**config.mk**
```make
export PLATFORM = sky130hd
export DESIGN_NAME = clock_divider_scale_sequencer
export DESIGN_NICKNAME = d
export VERILOG_FILES = /design/src/rtl/clock_divider_scale_sequencer.sv
export SDC_FILE = /design/constraint.sdc
export NUM_CORES = 1
export LEC_CHECK = 0
export ABC_AREA = 1
export CORE_MARGIN = 8
export CORE_UTILIZATION = 54
export CTS_CLUSTER_DIAMETER = 40
export DETAILED_ROUTE_END_ITERATION = 16
export GPL_TIMING_DRIVEN = 0
export PLACE_DENSITY = 0.85
export SYNTH_ARGS = -nofsm -noshare
export SYNTH_HDL_FRONTEND = slang
export SYNTH_SLANG_ARGS = --single-unit
```
**constraint.sdc**
```tcl
create_clock -name clk_in -period 2.7 [get_ports clk_in]
set_clock_uncertainty 0.1 [all_clocks]
set_input_delay 0.27 -clock clk_in [delete_from_list [all_inputs] [get_ports clk_in]]
set_output_delay 0.27 -clock clk_in [all_outputs]
set_load 0.01 [all_outputs]
```
**src/rtl/clock_divider_scale_sequencer.sv**
```systemverilog
// Drives the clock_divider scale input, changing it only on divided-clock period
// boundaries, from either host requests or an autonomous triangle sweep.
module clock_divider_scale_sequencer #(
   parameter logic [7:0] RESET_SCALE = 8'd1
) (
   input  logic       clk_in,
   input  logic       nrst,
   input  logic       req_valid,
   input  logic [7:0] req_scale,
   output logic       req_ready,
   input  logic       sweep_en,
   input  logic [7:0] sweep_lo,
   input  logic [7:0] sweep_hi,
   input  logic [7:0] sweep_hold,
   input  logic       div_clk,
   output logic [7:0] scale_out,
   output logic       applied,
   output logic       busy
);

   typedef enum logic [1:0] {IDLE, PENDING, SWEEP} state_t;

   state_t     state, state_nxt;
   logic       div_q;
   logic [7:0] pending, pending_nxt;
   logic [7:0] scale_nxt;
   logic [7:0] hold_cnt, hold_nxt;
   logic       dir_up, dir_nxt;
   logic       arm, arm_nxt;
   logic       applied_nxt;
   logic       boundary;
   logic       sweep_ok;

   // A stopped divider (scale 0) never produces an edge, so every cycle counts as a boundary.
   assign boundary  = (div_clk & ~div_q) | (scale_out == 8'd0);
   assign sweep_ok  = sweep_en & (sweep_lo <= sweep_hi);
   assign req_ready = (state == IDLE) & ~sweep_ok;
   assign busy      = (state != IDLE);

   always_ff @(posedge clk_in or negedge nrst) begin
      if (!nrst) begin
         state     <= IDLE;
         div_q     <= 1'b0;
         pending   <= 8'd0;
         scale_out <= RESET_SCALE;
         hold_cnt  <= 8'd0;
         dir_up    <= 1'b1;
         arm       <= 1'b0;
         applied   <= 1'b0;
      end else begin
         state     <= state_nxt;
         div_q     <= div_clk;
         pending   <= pending_nxt;
         scale_out <= scale_nxt;
         hold_cnt  <= hold_nxt;
         dir_up    <= dir_nxt;
         arm       <= arm_nxt;
         applied   <= applied_nxt;
      end
   end

   always_comb begin
      state_nxt   = state;
      pending_nxt = pending;
      scale_nxt   = scale_out;
      hold_nxt    = hold_cnt;
      dir_nxt     = dir_up;
      arm_nxt     = arm;
      applied_nxt = 1'b0;
      case (state)
         IDLE: begin
            if (sweep_ok) begin
               state_nxt = SWEEP;
               arm_nxt   = 1'b1;
            end else if (req_valid) begin
               pending_nxt = req_scale;
               state_nxt   = PENDING;
            end
         end
         PENDING: begin
            if (boundary) begin
               scale_nxt   = pending;
               applied_nxt = 1'b1;
               state_nxt   = IDLE;
            end
         end
         SWEEP: begin
            if (!sweep_ok) begin
               state_nxt = IDLE;
            end else if (boundary) begin
               if (arm) begin
                  scale_nxt   = sweep_lo;
                  dir_nxt     = 1'b1;
                  hold_nxt    = 8'd0;
                  arm_nxt     = 1'b0;
                  applied_nxt = 1'b1;
               end else if (hold_cnt != sweep_hold) begin
                  hold_nxt = hold_cnt + 8'd1;
               end else begin
                  hold_nxt = 8'd0;
                  // Bounds may have moved under us; restart from the bottom if so.
                  if ((scale_out < sweep_lo) || (scale_out > sweep_hi)) begin
                     scale_nxt   = sweep_lo;
                     dir_nxt     = 1'b1;
                     applied_nxt = 1'b1;
                  end else if (sweep_lo != sweep_hi) begin
                     applied_nxt = 1'b1;
                     if (dir_up) begin
                        if (scale_out < sweep_hi) begin
                           scale_nxt = scale_out + 8'd1;
                        end else begin
                           dir_nxt   = 1'b0;
                           scale_nxt = scale_out - 8'd1;
                        end
                     end else begin
                        if (scale_out > sweep_lo) begin
                           scale_nxt = scale_out - 8'd1;
                        end else begin
                           dir_nxt   = 1'b1;
                           scale_nxt = scale_out + 8'd1;
                        end
                     end
                  end
               end
            end
         end
         default: state_nxt = IDLE;
      endcase
   end

endmodule
```
# After elaboration in Yosys (flattened, before gate mapping)
# Cells that the tools add are included.
[op_classes]
add_sub_neg = 3
magnitude_cmp = 5
eq_ne = 13
mux = 37
n_bitwise = 6
reduce_logical = 13
[ops]
columns = ["operator", "count"]
rows = [
  ["two-way mux 8 bit", 12],
  ["two-way mux 1 bit", 17],
  ["adder 8 x 1 -> 8 bit, second input constant", 2],
  ["greater-than comparator 8 bit", 2],
  ["< comparator 8 bit", 2],
  ["inequality test 8 bit", 2],
  ["one-hot mux 8 bit (2 select lines)", 1],
  ["inequality test 2 bit, second input constant", 6],
  ["AND reduction 3 bit", 3],
  ["<= comparator 8 bit", 1],
  ["logical NOT 8 bit", 1],
  ["two-way mux 2 bit", 4],
  ["subtractor 8 x 1 -> 8 bit, second input constant", 1],
  ["inequality test 3 bit, second input constant", 2],
  ["one-hot mux 2 bit (3 select lines)", 1],
  ["AND reduction 6 bit", 1],
  ["nonzero test 2 bit", 3],
  ["AND reduction 5 bit", 1],
  ["inequality test 4 bit, second input constant", 1],
  ["one-hot mux 1 bit (2 select lines)", 2],
  ["AND reduction 4 bit", 1],
  ["AND 1 bit", 3],
  ["nonzero test 3 bit", 1],
  ["equality test 2 x 1 -> 1 bit, second input constant", 1],
  ["5 further kinds", 6],
]
[word_totals]
ff_bits = 30
inputBits = 37
output_inout_bits = 11

# Logic depth before layout (Yosys ltp)
# Gate-level depths: netlist of the first run.
[depth]
word_depth = 10
ltp_mapped = 17
mapped_depth_nobuf = 17

# Worst setup path after synthesis of the first run
# No wires, ideal clock.
[synth_path]
kind = "reg-to-reg"
from = "register scale_out[0]"
to = "register applied"
arrival_ps = 1753
t_required_ps = 2472
slack_ps = 719
stages_incl_launch_ff = 14
synth_period_minus_slack_ps = 1981
path_cell_list = "dfstp_2 > inv_1 > ha_1 > inv_1 > nand2_1 > nand2_1 > nand2_1 > nand2_1 > nand2_1 > a21oi_1 > nand2_1 > nor2_1 > nand3b_1 > a21boi_0"
[synth_between]
elab_chain_cells = 8
word_cells_on_any_way = 12
[synth_lines]
columns = ["element", "line_no", "text"]
rows = [
  ["start, declared", "16", "output logic [7:0] scale_out,"],
  ["start signal, assigned", "54", "scale_out <= scale_nxt;"],
  ["< comparator 8 bit / greater-than comparator 8 bit (equally long branches)", "102", "if ((scale_out < sweep_lo) || (scale_out > sweep_hi)) begin"],
  ["logical OR 1 bit", "102", ""],
  ["two-way mux 1 bit", "102", ""],
  ["two-way mux 1 bit", "97", "end else if (hold_cnt != sweep_hold) begin"],
  ["two-way mux 1 bit", "91", "if (arm) begin"],
  ["two-way mux 1 bit", "90", "end else if (boundary) begin"],
  ["two-way mux 1 bit", "88", "if (!sweep_ok) begin"],
  ["one-hot mux 1 bit (2 select lines) (*)", "70", "case (state)"],
  ["via applied_nxt", "30", "logic applied_nxt;"],
  ["end signal, assigned", "58", "applied <= applied_nxt;"],
  ["end, declared", "17", "output logic applied,"],
]
# Mark *: on every way through the listed nets, which the timed path passes. The rest lies on a longest branch.
# A chain may end at the register's enable or synchronous reset.

# Worst setup path after layout of the first run
[layout_path]
from = "input sweep_hi[7]"
to = "output req_ready"
[layout_between]
elab_chain_cells = 4
[layout_lines]
columns = ["element", "line_no", "text"]
rows = [
  ["start, declared", "13", "input logic [7:0] sweep_hi,"],
  ["<= comparator 8 bit", "36", "assign sweep_ok = sweep_en & (sweep_lo <= sweep_hi);"],
  ["AND 1 bit", "36", ""],
  ["NOT 1 bit (no source line)", "n/a", ""],
  ["AND 1 bit", "37", "assign req_ready = (state == IDLE) & ~sweep_ok;"],
  ["end, declared", "10", "output logic req_ready,"],
]
# No other way between the ends.

==> flow_metrics.tcl, run 1 <==
set metrics [dict create \
    clkSinkCount 30 \
    setup_viol 0 \
    fin_nets 530 \
    synth_xor_area_frac 0.0497 \
    die_w_um 88.3 \
    yosys.area_share.adder 0.137 \
    grt_pass1_vias 2737 \
    final_area_sq_mm 0.00348 \
    outcome "finished, final reports clean" \
    slew-limit-headroom 0.553 \
    firstDrtPassIters 4 \
    rows 26 \
    maxCapViolCount 0 \
    drv_slew 0 \
    antenna_found_initial 0 \
    post-synth-top-area-cell "dfrtp_1" \
    final_core_util 0.686 \
    setup_tns_ns 0 \
    num_io_pins 48 \
    p_leak_uw 0.00182 \
    die_area_sq_mm 0.00779 \
    cts_root_buf "clkbuf_8" \
    grt_pass1_wl_mm 11.8 \
    grt-ovfl-total 0 \
    synth_cell_types 35 \
    synthMuxAreaShare 0 \
    synth_area_leaders "dfrtp_1 25%, nand2_1 16%, ha_1 14%, inv_1 7.3%, nand3_1 7.1%" \
    vias 2786 \
    hold_class "input pin to flip-flop" \
    yosysSeqAreaShare 0.267 \
    start_util 0.556 \
    layout-drive-gt1-share 0.0864 \
    synth.top_cell.area_share 0.248 \
    finalHoldViolCount 0 \
    synthSimpleGateAreaFrac 0.365 \
    synthFlopType "dfrtp_1" \
    synth_edf_count 0 \
    critPathKind "input pin to output port" \
    synth_compound_area_frac 0.0856 \
    critPathArrivalTime_ns 1.99 \
    required_ns 2.33 \
    grt_usage 0.189 \
    path_max_fanout 4 \
    ys_ff_latch 30 \
    async_reset_ff_frac 1.00 \
    synth_fp_nets 475 \
    timing.hold.ws_ns 0.273 \
    vdd_drop_max_uv 589 \
    yosysMostFrequentCell "nand2_1" \
    synth_area_sq_mm 0.00282 \
    syn_to_final_growth_pct 23.3 \
    syn_inst 407 \
    rsz0062_at_grt "no" \
    drt-total-wl_mm 6.94 \
    tritoncts "built" \
    place_congestion 0.902 \
    cp-end-kind "output port" \
    finalWorstPathRequiredPeriod_ns 2.36 \
    first_iter_violations 233 \
    synth_warnings 0 \
    place_area_sq_mm 0.00337 \
    vias_per_cell 5.23 \
    wl_per_cell_um 13.0 \
    cts_max_level 2 \
    cts_buffers 5 \
    grt_max_degree 31 \
    place_hpwl_mm 5.54 \
    port-buffer-count 46 \
    period_share 0.873 \
    drc_errors 0 \
    avgSynthCellArea_sq_um 6.93 \
    cts_buffer_depth 2 \
    p_per_area_mw_per_mm2 927 \
    core_area_sq_mm 0.00507 \
    tightest_slew_ns 0.670 \
    clock_latency_ns 0.29 \
    die_h_um 88.3 \
    clk_pin_slew_worst_paths_ns 0.07 \
    synth_top_family_by_area "simple AND/OR/NAND/NOR gates" \
    synth_common_cells "117 x nand2_1, 55 x inv_1, 40 x nand3_1" \
    final_antenna_net_count 0 \
    fmax_mhz 424 \
    cp-start-kind "input pin" \
    diodes 0 \
]
-- cells in the final DEF, fill, tap and decap left out, types with 15 or more instances in the layout --
cell,netlist,final
dfrtp_1,28,28
xor2_1,15,15
ha_1,31,31
nor2_1,27,27
clkdlybuf4s50_1,0,44
nand3_1,40,40
a21oi_1,20,20
nand2_1,117,117
inv_1,55,55
o21ai_0,16,16
-- cell type report --
| cell class | instances | area [sq um] |
|---|---|---|
| buffer | 6 | 46.3 |
| clock buffer | 6 | 82.6 |
| clock inverter | 2 | 12.5 |
| fill | 450 | 1600 |
| inverter | 59 | 223 |
| multi-input combinational | 312 | 1800 |
| sequential | 30 | 753 |
| tap | 70 | 87.6 |
| timing repair buffer | 48 | 475 |
-- per-layer routing --
layer	routed length [um]	GRT usage	up-vias	share of wire
li1	-	-	1417	-
met1	3010	0.229	1275	0.43
met2	3320	0.321	83	0.48
met3	473	0.0362	11	0.068
met4	130	0.0722	0	0.019
met5	0	0	-	0
-- sequential cells by signal, indices dropped and copies added (netlist names) --
name       flops
scale_out      8
dir_up         1
applied        1
arm            1
hold_cnt       8
state          2
pending        8
div_q          1
-- final timing paths --
path,from,slack (ns),endpoint,cells after the start
setup / recovery,sweep_hi[7],0.34,req_ready,9
hold / removal,req_valid,0.27,pending[2],3
setup reg to reg,scale_out[0],0.38,applied,13
hold reg to reg,pending[5],0.36,pending[5],2
max in group asynchronous,nrst,1.61,scale_out[7],2
min in group asynchronous,nrst,0.46,arm,2
-- cell families after synthesis --
kind of cell    count (synthesis)
xor+xnor                       16
buf+inv                        65
simple gates                  221
fa+ha+maj                      31
compound gates                 44
flops                          30
-- critical path: stages --
cell and delay (ns):
clkdlybuf4s50_1 0.46, inv_1 0.06, ha_1 0.29, nand2_1 0.08
nor2_2 0.15, nand4_2 0.17, a21boi_2 0.26, nor2_4 0.07
dlymetal6s2s_1 0.17
-- power by group --
group	switching [uW]	internal (uW)	total, uW
Sequential	207	653	860
Combinational	1180	796	1980
Clock	184	205	389
-- timing repair --
item | CTS | global route
buffers inserted | 1 | 0
hold buffers | 0 | 1
gates resized for setup | 0 | 1
pin swaps | 1 | 0
hold endpoints to repair | 0 | 28
cloned | 0 | 0
endpoints found under the setup margin | 1 | 1
-- metrics by stage --
step           cells  setup slack [ns]  power, uW
6_report         533             0.344       3230
5_1_grt          533             0.123       3550
4_1_cts          532            0.0377       3220
3_5_place_dp     523           -0.0891       2810
3_3_place_gp     523           -0.0653       2740
2_1_floorplan    407             0.719       2240
Power figures use the tool's default switching activity.
==> run 2: changes to the inputs <==
- RECOVER_POWER: unset -> 25
==> flow_metrics.tcl, run 2 (synthesis results as in run 1) <==
set metrics [dict create \
    outcome "complete, but fails checks" \
    failed_checks "max-capacitance violations, max-slew violations" \
    p_total_uw 3230 \
    grt_pass1_wl_mm 11.8 \
    grt_usage 0.189 \
    p_per_area_mw_per_mm2 927 \
    diodes 0 \
    vias 2786 \
    drv_slew 31 \
    place_congestion 0.902 \
    syn_to_final_growth_pct 23.3 \
    timing.hold.ws_ns 0.273 \
    num_io_pins 48 \
    wl_per_cell_um 13.0 \
    path_max_fanout 4 \
    firstDrtPassIters 4 \
    place_hpwl_mm 5.54 \
    critPathArrivalTime_ns 1.99 \
    grt_max_degree 31 \
    grt_pass1_vias 2737 \
    critPathKind "input pin to output port" \
    clock_latency_ns 0.29 \
    maxCapViolCount 1 \
    setup_tns_ns 0 \
    setup_viol 0 \
    grt-ovfl-total 0 \
    drc_errors 0 \
    rows 26 \
    period_share 0.873 \
    final_antenna_net_count 0 \
    layout_commonest_cell "nand2_1" \
    post-place-ws_ns -0.0891 \
    start_util 0.556 \
    mostFrequentLayoutCells "117 x nand2_1, 55 x inv_1, 43 x clkdlybuf4s50_1" \
    rsz0062_at_grt "no" \
    fin_nets 530 \
    vdd_drop_max_uv 589 \
    cp-start-kind "input pin" \
    cts_buffers 5 \
    clkSinkCount 30 \
    cts_max_level 2 \
    clk_pin_slew_worst_paths_ns 0.07 \
    port-buffer-count 46 \
    layout-drive-gt1-share 0.0842 \
    die_area_sq_mm 0.00779 \
    cts_root_buf "clkbuf_8" \
    finalWorstPathRequiredPeriod_ns 2.36 \
    die_h_um 88.3 \
    fmax_mhz 424 \
    cp-end-kind "output port" \
    required_ns 2.33 \
    finalHoldViolCount 0 \
    hold_class "input pin to flip-flop" \
    cts_buffer_depth 2 \
    core_area_sq_mm 0.00507 \
    tightest_slew_ns 1.61 \
    finalWorstSetupSlack_ns 0.344 \
    die_w_um 88.3 \
    final_core_util 0.685 \
    first_iter_violations 233 \
    reg_top3 "hold_cnt x8, pending x8, scale_out x8" \
    vias_per_cell 5.23 \
    drt-total-wl_mm 6.94 \
    antenna_found_initial 0 \
    p_leak_uw 0.00181 \
    tritoncts "built" \
    slew-limit-headroom -0.0746 \
]
==> run 2: critical path, stage by stage <==
cell             delay, ns
clkdlybuf4s50_1       0.46
inv_1                 0.06
ha_1                  0.29
nand2_1               0.08
nor2_2                0.15
nand4_2               0.17
a21boi_2              0.26
nor2_4                0.07
dlymetal6s2s_1        0.17
==> run 2: layout make-up <==
| type | instances | area (sq um) |
|---|---|---|
| buffer | 6 | 46.3 |
| fill | 451 | 1600 |
| timing repair buffer | 48 | 474 |
| sequential | 30 | 753 |
| tap | 70 | 87.6 |
| multi-input combinational | 312 | 1800 |
| clock buffer | 6 | 82.6 |
| inverter | 59 | 223 |
| clock inverter | 2 | 12.5 |
==> run 2: metal layers <==
layer	wire [um]	GRT usage
met4	130	0.0722
met2	3320	0.321
met1	3010	0.229
met3	473	0.0362
met5	0	0
==> run 2: worst paths after layout <==
| kind | from | endpoint | slack, ns | cells after the start |
|---|---|---|---|---|
| max reg2reg | scale_out[0] | applied | 0.38 | 13 |
| min in group asynchronous | nrst | arm | 0.83 | 2 |
| min | req_valid | pending[2] | 0.27 | 3 |
| min reg2reg | pending[5] | pending[5] | 0.36 | 2 |
| max | sweep_hi[7] | req_ready | 0.34 | 9 |
| max in group asynchronous | nrst | scale_out[7] | 0.73 | 2 |
==> run 2: stage by stage <==
stage,std cells,cell area (sq um)
finish,533,3480
global route,533,3480
CTS,532,3470
detailed placement,523,3370
global placement,523,3370
floorplan,407,2820
==> run 2: timing repair <==
action | 4_1_cts | 5_1_grt
hold buffers | 0 | 1
setup buffers | 1 | 0
setup endpoints to repair | 1 | 1
endpoints found under the hold margin | 0 | 28
cloned | 0 | 0
resized for setup | 0 | 1
pin swaps | 1 | 0
==> run 2: power breakdown <==
group | leakage, uW | internal, uW | switching (uW)
registers | 0.000365 | 653 | 207
logic | 0.00140 | 795 | 1180
clock network | 0.0000472 | 205 | 184
